==> src/rtl/fir_pkg.sv <==
// Shared widths, default parameters and the output clamp for the FIR decimator.
package fir_pkg;

    localparam int SAMPLE_W  = 32;
    localparam int DECIM_DEF = 4;
    localparam int SHIFT_DEF = 2;
    localparam int OUT_W_DEF = 16;
    localparam int DEPTH_DEF = 4;
    // Wide enough for a 16-sample sum plus the rounding carry.
    localparam int WIDE_W    = 40;

    function automatic logic signed [WIDE_W-1:0] saturate(
        input logic signed [WIDE_W-1:0] v,
        input int                       out_w
    );
        logic signed [WIDE_W-1:0] hi;
        logic signed [WIDE_W-1:0] lo;
        hi = '0;
        for (int i = 0; i < WIDE_W; i++) begin
            if (i < out_w - 1) hi[i] = 1'b1;
        end
        lo = ~hi;
        if (v > hi)      return hi;
        else if (v < lo) return lo;
        else             return v;
    endfunction

endpackage

==> src/rtl/sync_fifo.sv <==
// Single-clock FIFO; a push into a full FIFO is accepted only alongside a pop.
module sync_fifo #(
    parameter int W     = 16,
    parameter int DEPTH = 4
) (
    input  logic                     clk,
    input  logic                     reset,
    input  logic                     push,
    input  logic                     pop,
    input  logic [W-1:0]             din,
    output logic [W-1:0]             dout,
    output logic                     full,
    output logic                     empty,
    output logic [$clog2(DEPTH):0]   level
);
    localparam int AW = $clog2(DEPTH);

    logic [W-1:0]  mem_q [DEPTH];
    logic [AW-1:0] wr_q, rd_q;
    logic [AW:0]   cnt_q, cnt_d;
    logic          do_push, do_pop;

    assign empty   = (cnt_q == '0);
    assign full    = (cnt_q == (AW+1)'(DEPTH));
    assign do_pop  = pop && !empty;
    assign do_push = push && (!full || do_pop);
    assign level   = cnt_q;
    assign dout    = empty ? '0 : mem_q[rd_q];

    always_comb begin
        cnt_d = cnt_q;
        case ({do_push, do_pop})
            2'b10:   cnt_d = cnt_q + 1'b1;
            2'b01:   cnt_d = cnt_q - 1'b1;
            default: cnt_d = cnt_q;
        endcase
    end

    always_ff @(posedge clk) begin
        if (do_push) mem_q[wr_q] <= din;
    end

    always_ff @(posedge clk) begin
        if (reset) begin
            wr_q  <= '0;
            rd_q  <= '0;
            cnt_q <= '0;
        end else begin
            if (do_push) wr_q <= wr_q + 1'b1;
            if (do_pop)  rd_q <= rd_q + 1'b1;
            cnt_q <= cnt_d;
        end
    end

endmodule

==> src/rtl/fir_decim_out.sv <==
// Sums DECIM accepted samples, rounds/shifts, saturates to OUT_W and queues results.
// Result appears at the FIFO head two edges after the last sample of a group is driven.
module fir_decim_out
    import fir_pkg::*;
#(
    parameter int DECIM = DECIM_DEF,
    parameter int SHIFT = SHIFT_DEF,
    parameter int OUT_W = OUT_W_DEF,
    parameter int DEPTH = DEPTH_DEF
) (
    input  logic                        clk,
    input  logic                        reset,
    input  logic signed [SAMPLE_W-1:0]  y_in,
    input  logic                        in_valid,
    output logic signed [OUT_W-1:0]     out_data,
    output logic                        out_valid,
    input  logic                        out_ready,
    output logic                        sat,
    output logic                        ovf,
    input  logic                        clr_flags,
    output logic [$clog2(DEPTH):0]      level
);
    localparam int PH_W  = $clog2(DECIM);
    localparam int ACC_W = SAMPLE_W + $clog2(DECIM);
    localparam int RND_W = ACC_W + 1;
    localparam logic signed [RND_W-1:0] HALF = RND_W'(2 ** (SHIFT - 1));

    logic [PH_W-1:0]         phase_q, phase_d;
    logic signed [ACC_W-1:0] acc_q, acc_d, sum_q, sum_d;
    logic                    sum_vld_q, sum_vld_d;
    logic                    sat_q, sat_d, ovf_q, ovf_d;

    logic signed [ACC_W-1:0]  y_ext;
    logic signed [RND_W-1:0]  rounded;
    logic signed [WIDE_W-1:0] wide, clamped;
    logic [OUT_W-1:0]         res;
    logic                     fifo_full, fifo_empty, pop, sat_evt, ovf_evt;

    assign y_ext = ACC_W'(y_in);

    always_comb begin
        phase_d   = phase_q;
        acc_d     = acc_q;
        sum_d     = sum_q;
        sum_vld_d = 1'b0;
        if (in_valid) begin
            acc_d = (phase_q == '0) ? y_ext : acc_q + y_ext;
            if (phase_q == PH_W'(DECIM - 1)) begin
                phase_d   = '0;
                sum_d     = acc_q + y_ext;
                sum_vld_d = 1'b1;
            end else begin
                phase_d = phase_q + 1'b1;
            end
        end
    end

    // Extra bit so the rounding constant cannot wrap a maximal positive sum.
    assign rounded = (RND_W'(sum_q) + HALF) >>> SHIFT;
    assign wide    = WIDE_W'(rounded);
    assign clamped = saturate(wide, OUT_W);
    assign res     = clamped[OUT_W-1:0];

    assign pop     = out_valid && out_ready;
    assign sat_evt = sum_vld_q && (clamped != wide);
    assign ovf_evt = sum_vld_q && fifo_full && !pop;
    assign sat_d   = (sat_q && !clr_flags) || sat_evt;
    assign ovf_d   = (ovf_q && !clr_flags) || ovf_evt;

    always_ff @(posedge clk) begin
        if (reset) begin
            phase_q   <= '0;
            acc_q     <= '0;
            sum_q     <= '0;
            sum_vld_q <= 1'b0;
            sat_q     <= 1'b0;
            ovf_q     <= 1'b0;
        end else begin
            phase_q   <= phase_d;
            acc_q     <= acc_d;
            sum_q     <= sum_d;
            sum_vld_q <= sum_vld_d;
            sat_q     <= sat_d;
            ovf_q     <= ovf_d;
        end
    end

    sync_fifo #(.W(OUT_W), .DEPTH(DEPTH)) u_fifo (
        .clk   (clk),
        .reset (reset),
        .push  (sum_vld_q),
        .pop   (pop),
        .din   (res),
        .dout  (out_data),
        .full  (fifo_full),
        .empty (fifo_empty),
        .level (level)
    );

    assign out_valid = !fifo_empty;
    assign sat       = sat_q;
    assign ovf       = ovf_q;

endmodule
==> config.mk <==
export PLATFORM = sky130hd
export DESIGN_NAME = fir_decim_out
export DESIGN_NICKNAME = d
export VERILOG_FILES = /design/src/rtl/fir_pkg.sv /design/src/rtl/sync_fifo.sv /design/src/rtl/fir_decim_out.sv
export SDC_FILE = /design/constraint.sdc
export NUM_CORES = 1
export LEC_CHECK = 0
export ABC_AREA = 0
export CAP_MARGIN = 20
export CELL_PAD_IN_SITES_DETAIL_PLACEMENT = 1
export CELL_PAD_IN_SITES_GLOBAL_PLACEMENT = 1
export CORE_ASPECT_RATIO = 1.25
export CORE_MARGIN = 2
export CORE_UTILIZATION = 42
export DETAILED_ROUTE_END_ITERATION = 7
export PLACE_DENSITY_LB_ADDON = 0.1
export REMOVE_ABC_BUFFERS = 1
export SLEW_MARGIN = 20
export SYNTH_ARGS = -nofsm -noshare
export SYNTH_HDL_FRONTEND = slang
export SYNTH_SLANG_ARGS = --single-unit
==> constraint.sdc <==
create_clock -name clk -period 3.3 [get_ports clk]
set_input_delay 0.33 -clock clk [delete_from_list [all_inputs] [get_ports clk]]
set_output_delay 0.33 -clock clk [all_outputs]
set_load 0.1 [all_outputs]
Word level (Yosys, flattened, before mapping)

Memory sizes are Yosys's and may differ from the RTL's. A register that Yosys moved wholly into a read port is not among the register bits.
Cells that the tools add are included.

Equality and inequality tests: 5
Multiplexer cells: 11
Add/subtract/negate cells: 7
Reductions and logical operators: 20
Bitwise operators: 1
Order comparisons: 2

Operators by type and width:

| operator                                             | number |
|---|---|
| two-way mux 40 bit                                   | 2 |
| inequality test 40 x 33 -> 1 bit                     | 1 |
| adder 34 x 3 -> 35 bit, second input constant        | 1 |
| adder 34 x 32 -> 34 bit                              | 1 |
| two-way mux 34 bit                                   | 1 |
| > comparator 33 x 16 -> 1 bit, second input constant | 1 |
| < comparator 33 x 16 -> 1 bit, second input constant | 1 |
| two-way mux 16 bit                                   | 1 |
| logical AND 1 bit                                    | 8 |
| adder 2 x 1 -> 2 bit, second input constant          | 3 |
| two-way mux 2 bit                                    | 3 |
| one-hot mux 3 bit (2 select lines)                   | 1 |
| == test 2 bit, second input constant                 | 2 |
| logical NOT 1 bit                                    | 4 |
| adder 3 x 1 -> 3 bit, second input constant          | 1 |
| == test 3 bit, second input constant                 | 1 |
| logical NOT 3 bit                                    | 1 |
| logical OR 1 bit                                     | 3 |
| two-way mux 1 bit                                    | 3 |
| subtractor 3 x 1 -> 3 bit, second input constant     | 1 |
| == test 2 x 1 -> 1 bit, second input constant        | 1 |
| logical NOT 2 bit                                    | 1 |
| AND reduction 2 bit                                  | 1 |
| nonzero test 2 bit                                   | 1 |
| other kinds (2)                                      | 2 |

Bits in writable memories: 64
Memories: 1
Bits in registers: 80
Logic and storage cells: 56

Memory list:

| memory       | depth | bits a word | rd ports | clocked after Yosys merged registers in | write ports | RTL line        | text |
|---|---|---|---|---|---|---|---|
| u_fifo.mem_q | 4     | 16          | 1        | 1                                       | 1           | sync_fifo.sv:18 | `logic [W-1:0] mem_q [DEPTH];` |

Longest topological paths before layout

Gate-level depths: netlist of the first run.

Depth in word-level cells: 8
Depth in mapped cells: 12
Depth with buffers taken out: 11

Hierarchy

A second synthesis of the first run with hierarchy kept.

Cell total of the unflattened synthesis: 924
Area, all modules: 8777.2 µm²

By module, submodules not included:

| module        | area each (µm²) | cells an instance | times used |
|---|---|---|---|
| fir_decim_out | 5813.1          | 768               | 1 |
| sync_fifo     | 2964.1          | 156               | 1 |

Worst setup path after synthesis of the first run

Ideal clock, no wire load.

Kind: register to output
Start point: reg u_fifo.cnt_q[0], in the netlist u_fifo.level[0]
End point: out out_data[10]
Required time: 2.970 ns
Cell stages (with the launch flop): 5
Slack: -0.282 ns
Data arrival time: 3.252 ns
Cell sequence: dfxtp_1 > or3_1 > clkbuf_1 > clkbuf_1 > and2_1

Word-level cells in the longest chain between the ends: 2

RTL lines:

| element                  | RTL line            | text |
|---|---|---|
| start: declaration       | sync_fifo.sv:20     | `logic [AW:0] cnt_q, cnt_d;` |
| start signal: assignment | sync_fifo.sv:51     | `cnt_q <= cnt_d;` |
| logical NOT 3 bit        | sync_fifo.sv:23     | `assign empty = (cnt_q == '0);` |
| two-way mux 16 bit       | sync_fifo.sv:28     | `assign dout = empty ? '0 : mem_q[rd_q];` |
| end: declaration         | fir_decim_out.sv:15 | `output logic signed [OUT_W-1:0] out_data,` |

No other way between the ends.

Worst setup path after layout of the first run

Start point: reg sum_q[21]
End point: mem u_fifo.mem_q[0][5], data pin

Word-level cells in the longest chain between the ends: 4
Elaborated cells between the ends (all ways): 5
Classes of those cells: 1 x add/sub; 2 x order compare; 2 x mux

RTL lines:

| element                       | RTL line            | text |
|---|---|---|
| start: declaration            | fir_decim_out.sv:29 | `logic signed [ACC_W-1:0] acc_q, acc_d, sum_q, sum_d;` |
| start signal: assignment      | fir_decim_out.sv:81 | `sum_q <= sum_d;` |
| adder 34 x 3 -> 35 bit (*)    | fir_decim_out.sv:59 | `assign rounded = (RND_W'(sum_q) + HALF) >>> SHIFT;` |
| < comparator 33 x 16 -> 1 bit | fir_pkg.sv:24       | `else if (v < lo) return lo;` |
| two-way mux 40 bit            | fir_pkg.sv:24       |  |
| two-way mux 40 bit (*)        | fir_pkg.sv:23       | `if (v > hi) return hi;` |
| named net clamped[5]          | fir_decim_out.sv:35 | `logic signed [WIDE_W-1:0] wide, clamped;` |
| end: declaration              | sync_fifo.sv:18     |  |

The timed path passes the listed nets; every way through them passes the cells marked *.

==> metrics, run 1 <==
max cap viols 0; Fin Clk Skew 0.01381 ns; H-tree depth reported by CTS 4; DRC viols 0; register-to-register path setup slack 0.18 ns; hold path start in_valid; diodes inserted 0; post-detail-place hpwl 17300 um; Post-Place Setup Slack -0.2915 ns; FFs w/ async S/R, synth 0%; Synth Register Bits 145; CP Launch Type register; area of the mapped netlist 0.008775 mm^2; CTS tree done; Hold Crit Depth 2; register area share after synthesis 40.38%; worst r2r src sum_q[21]$_SDFFE_PP0P_; final slew viol count 0; 1st-iter DRT viols 243; Die Span X 133.3 um; Hold EP acc_q[29]$_SDFFE_PP0P_; Clk Tree Root Cell clkbuf_16; GPL Wtd Cong 0.7966; first-pass GRT wire length 39080 um; WP data required 3.55 ns; P per Cell Area 454.5 mW/mm^2; synth unique cells 77; Num CTS Buffers 17; crit path time final 3.121 ns; antenna violations before repair 0; relative slew slack 34.75%; RSZ-0062 raised after global routing no; Final Hold Vio Count 0; Setup WS post-layout 0.1794 ns; Lkg Pwr 4.172 nW; Most used DFF post-synth dfxtp_1; DR vias/cell 5.547; GRT overflow 0; Initial Util 42.45%; Pre-Repair DR Iteration Count 4; CTS sink cnt 145; # port buffers 58; CTS clock-pin slew for the worst setup and hold paths 0.07 ns; nets 1140; Crit. End Element register; full die area 0.02207 mm^2; Syn Inst Count 944; area grow syn2layout 22.59%; vias in the first global route 7676; synth warn 0; Tightest Pin Transition 0.9756 ns; number of routed nets with antenna violations 0; GR Util All Layers 21.86%; Std-Cell Rows 59; Final Setup Violations 0; worst reg2reg path depth 11; DIE HEIGHT 165.6 um; IO Count 59; top achievable clock speed 0.3205 GHz; Critical R2R Capture u_fifo.mem_q[0][5]$_DFFE_PP_; Max FO, Critical Path 14; number of flops mapped to enable cells by yosys 64; latest clock arrival within the worst-skew pair 0.43 ns; Mean Syn Cell Area 9.295 um^2; Max Root-Sink Buffers 2; overall power consumption 4.889 mW; cts hold-fix bufs 0; final WL 23240 um; maximum vdd drop 0.3541 mV; largest net degree at the start of global routing 72; status finished clean; routed len/inst 17.27 um; worst path arrival time 3.37 ns; Core Area 0.02067 mm^2; share of layout cells above drive strength 1 18.84%; min-delay worst type input pin to register; via count 7466; Setup TNS Final 0 ns; crit share post-route 94.56%; Crit Path Class register to register
[layer usage]
metal / wire length, um / global-route usage (%) / up-vias
li1: - / - / 3711
met1: 10360 / 26.87 / 3658
met2: 12150 / 40.21 / 80
met3: 460 / 2.510 / 17
met4: 275 / 5.874 / 0
met5: 0 / 0 / -
[how the worst max path moves through the flow]
stage	to	from	cells after the start
floorplan	u_fifo.level[2]$_SDFFE_PP0P_	u_fifo.level[0]$_SDFFE_PP0P_	8
CTS	u_fifo.mem_q[1][2]$_DFFE_PP_	sum_q[5]$_SDFFE_PP0P_	11
detailed placement	sum_q[28]$_SDFFE_PP0P_	y_in[0]	13
global placement	sum_q[28]$_SDFFE_PP0P_	y_in[0]	13
global route	sum_q[29]$_SDFFE_PP0P_	y_in[18]	12
finish	u_fifo.mem_q[0][5]$_DFFE_PP_	sum_q[21]$_SDFFE_PP0P_	11
[cell usage in the layout, fill, tap and decap left out, drive strengths merged, types with 12 or more instances in the layout]
master / synthesis / final
buf: 15 / 117
nand2: 95 / 95
nor2: 86 / 86
dfxtp: 81 / 81
edfxtp: 64 / 64
a21oi: 57 / 57
o21ai: 53 / 53
ha: 42 / 42
clkdlybuf4s50: 0 / 39
xnor2: 36 / 36
inv: 26 / 34
nand3: 30 / 30
nor3: 29 / 29
and2: 26 / 26
a21o: 19 / 19
xor2: 18 / 18
clkbuf: 45 / 18
mux2i: 17 / 17
mux4: 16 / 16
a211oi: 16 / 16
a31oi: 15 / 15
nand4: 15 / 15
nand2b: 13 / 13
o211ai: 12 / 12
[final cells by class]
class | count | area, um^2
flip-flops and latches | 145 | 3546
repair buffers | 156 | 1314
clock buffers | 18 | 429.2
well taps | 274 | 342.8
fillers | 2387 | 9913
multi-input cells | 713 | 4883
clock inverters | 14 | 143.9
inverters | 26 | 97.59
[Yosys cell counts (15+ instances only)]
cell / n / area share [%]
nand2_1: 94 / 4.0
nor2_1: 86 / 3.7
dfxtp_1: 81 / 18
edfxtp_1: 64 / 22
a21oi_1: 57 / 3.3
clkbuf_1: 42 / 1.8
ha_1: 42 / 6.0
o21ai_0: 42 / 2.4
xnor2_1: 36 / 3.6
nand3_1: 29 / 1.7
nor3_1: 29 / 1.7
and2_1: 26 / 1.9
inv_1: 25 / 1.1
a21o_1: 18 / 1.5
xor2_1: 18 / 1.8
mux2i_1: 17 / 1.9
a211oi_1: 16 / 1.4
mux4_2: 16 / 4.1
a31oi_1: 15 / 1.1
[sequential cells by signal, indices dropped and copies added, names as in the netlist, named ones only]
name,count
u_fifo.wr_q,2
sum_q,33
sat,1
u_fifo.rd_q,2
phase_q,2
u_fifo.mem_q,64
u_fifo.level,3
sum_vld_q,1
ovf,1
acc_q,34
[through the flow]
stage	utilization [%]	hold WS [ns]	instance area (um^2)	cells
2_1_floorplan	-	0.3991	8486	884
3_3_place_gp	48.83	0.4526	10090	1309
3_5_place_dp	48.83	0.4636	10090	1309
4_1_cts	51.70	0.1652	10690	1341
5_1_grt	52.04	0.1970	10760	1346
6_report	52.04	0.1733	10760	1346
[cell families (layout without fill, tap and decap cells)]
logic type / Yosys count / after routing / synth area share [%]
and+or+nand+nor: 351 / 351 / 19.81
DFF: 145 / 145 / 40.38
adders and majority gates: 44 / 44 / 6.445
AOI/OAI and AO/OA: 231 / 231 / 17.52
buffers and inverters: 86 / 214 / 4.406
muxes: 33 / 33 / 6.046
xor gates and xnor gates: 54 / 54 / 5.390
[critical path, cell delays in order, from the launching register on]
cell and delay, ns:
dfxtp_1 0.42, and4_2 0.26, nand2_1 0.08, or4_4 0.57
or2_4 0.28, xor2_1 0.15, nor4_1 0.20, nand3_1 0.19
ha_4 0.29, buf_12 0.14, buf_4 0.14, o21ai_2 0.20
[timing repair]
| action | CTS | global route |
|---|---|---|
| gates resized for setup | 6 | 8 |
| endpoints found under the setup margin | 25 | 44 |
| pin swaps | 3 | 5 |
| buffers inserted | 0 | 5 |
[where the power goes]
part	switching [mW]	total, mW	internal (mW)
Combinational	0.568	1.01	0.442
Sequential	0.0288	1.98	1.95
Clock	0.841	1.90	1.06
Total	1.44	4.89	3.45
No activity file was read; power rests on OpenSTA's default activity.
==> inputs of run 2 (changes only) <==
- TNS_END_PERCENT: not set -> 100
==> results of run 2 <==
The final DEF is identical to that of run 1; final timing and power are the same.
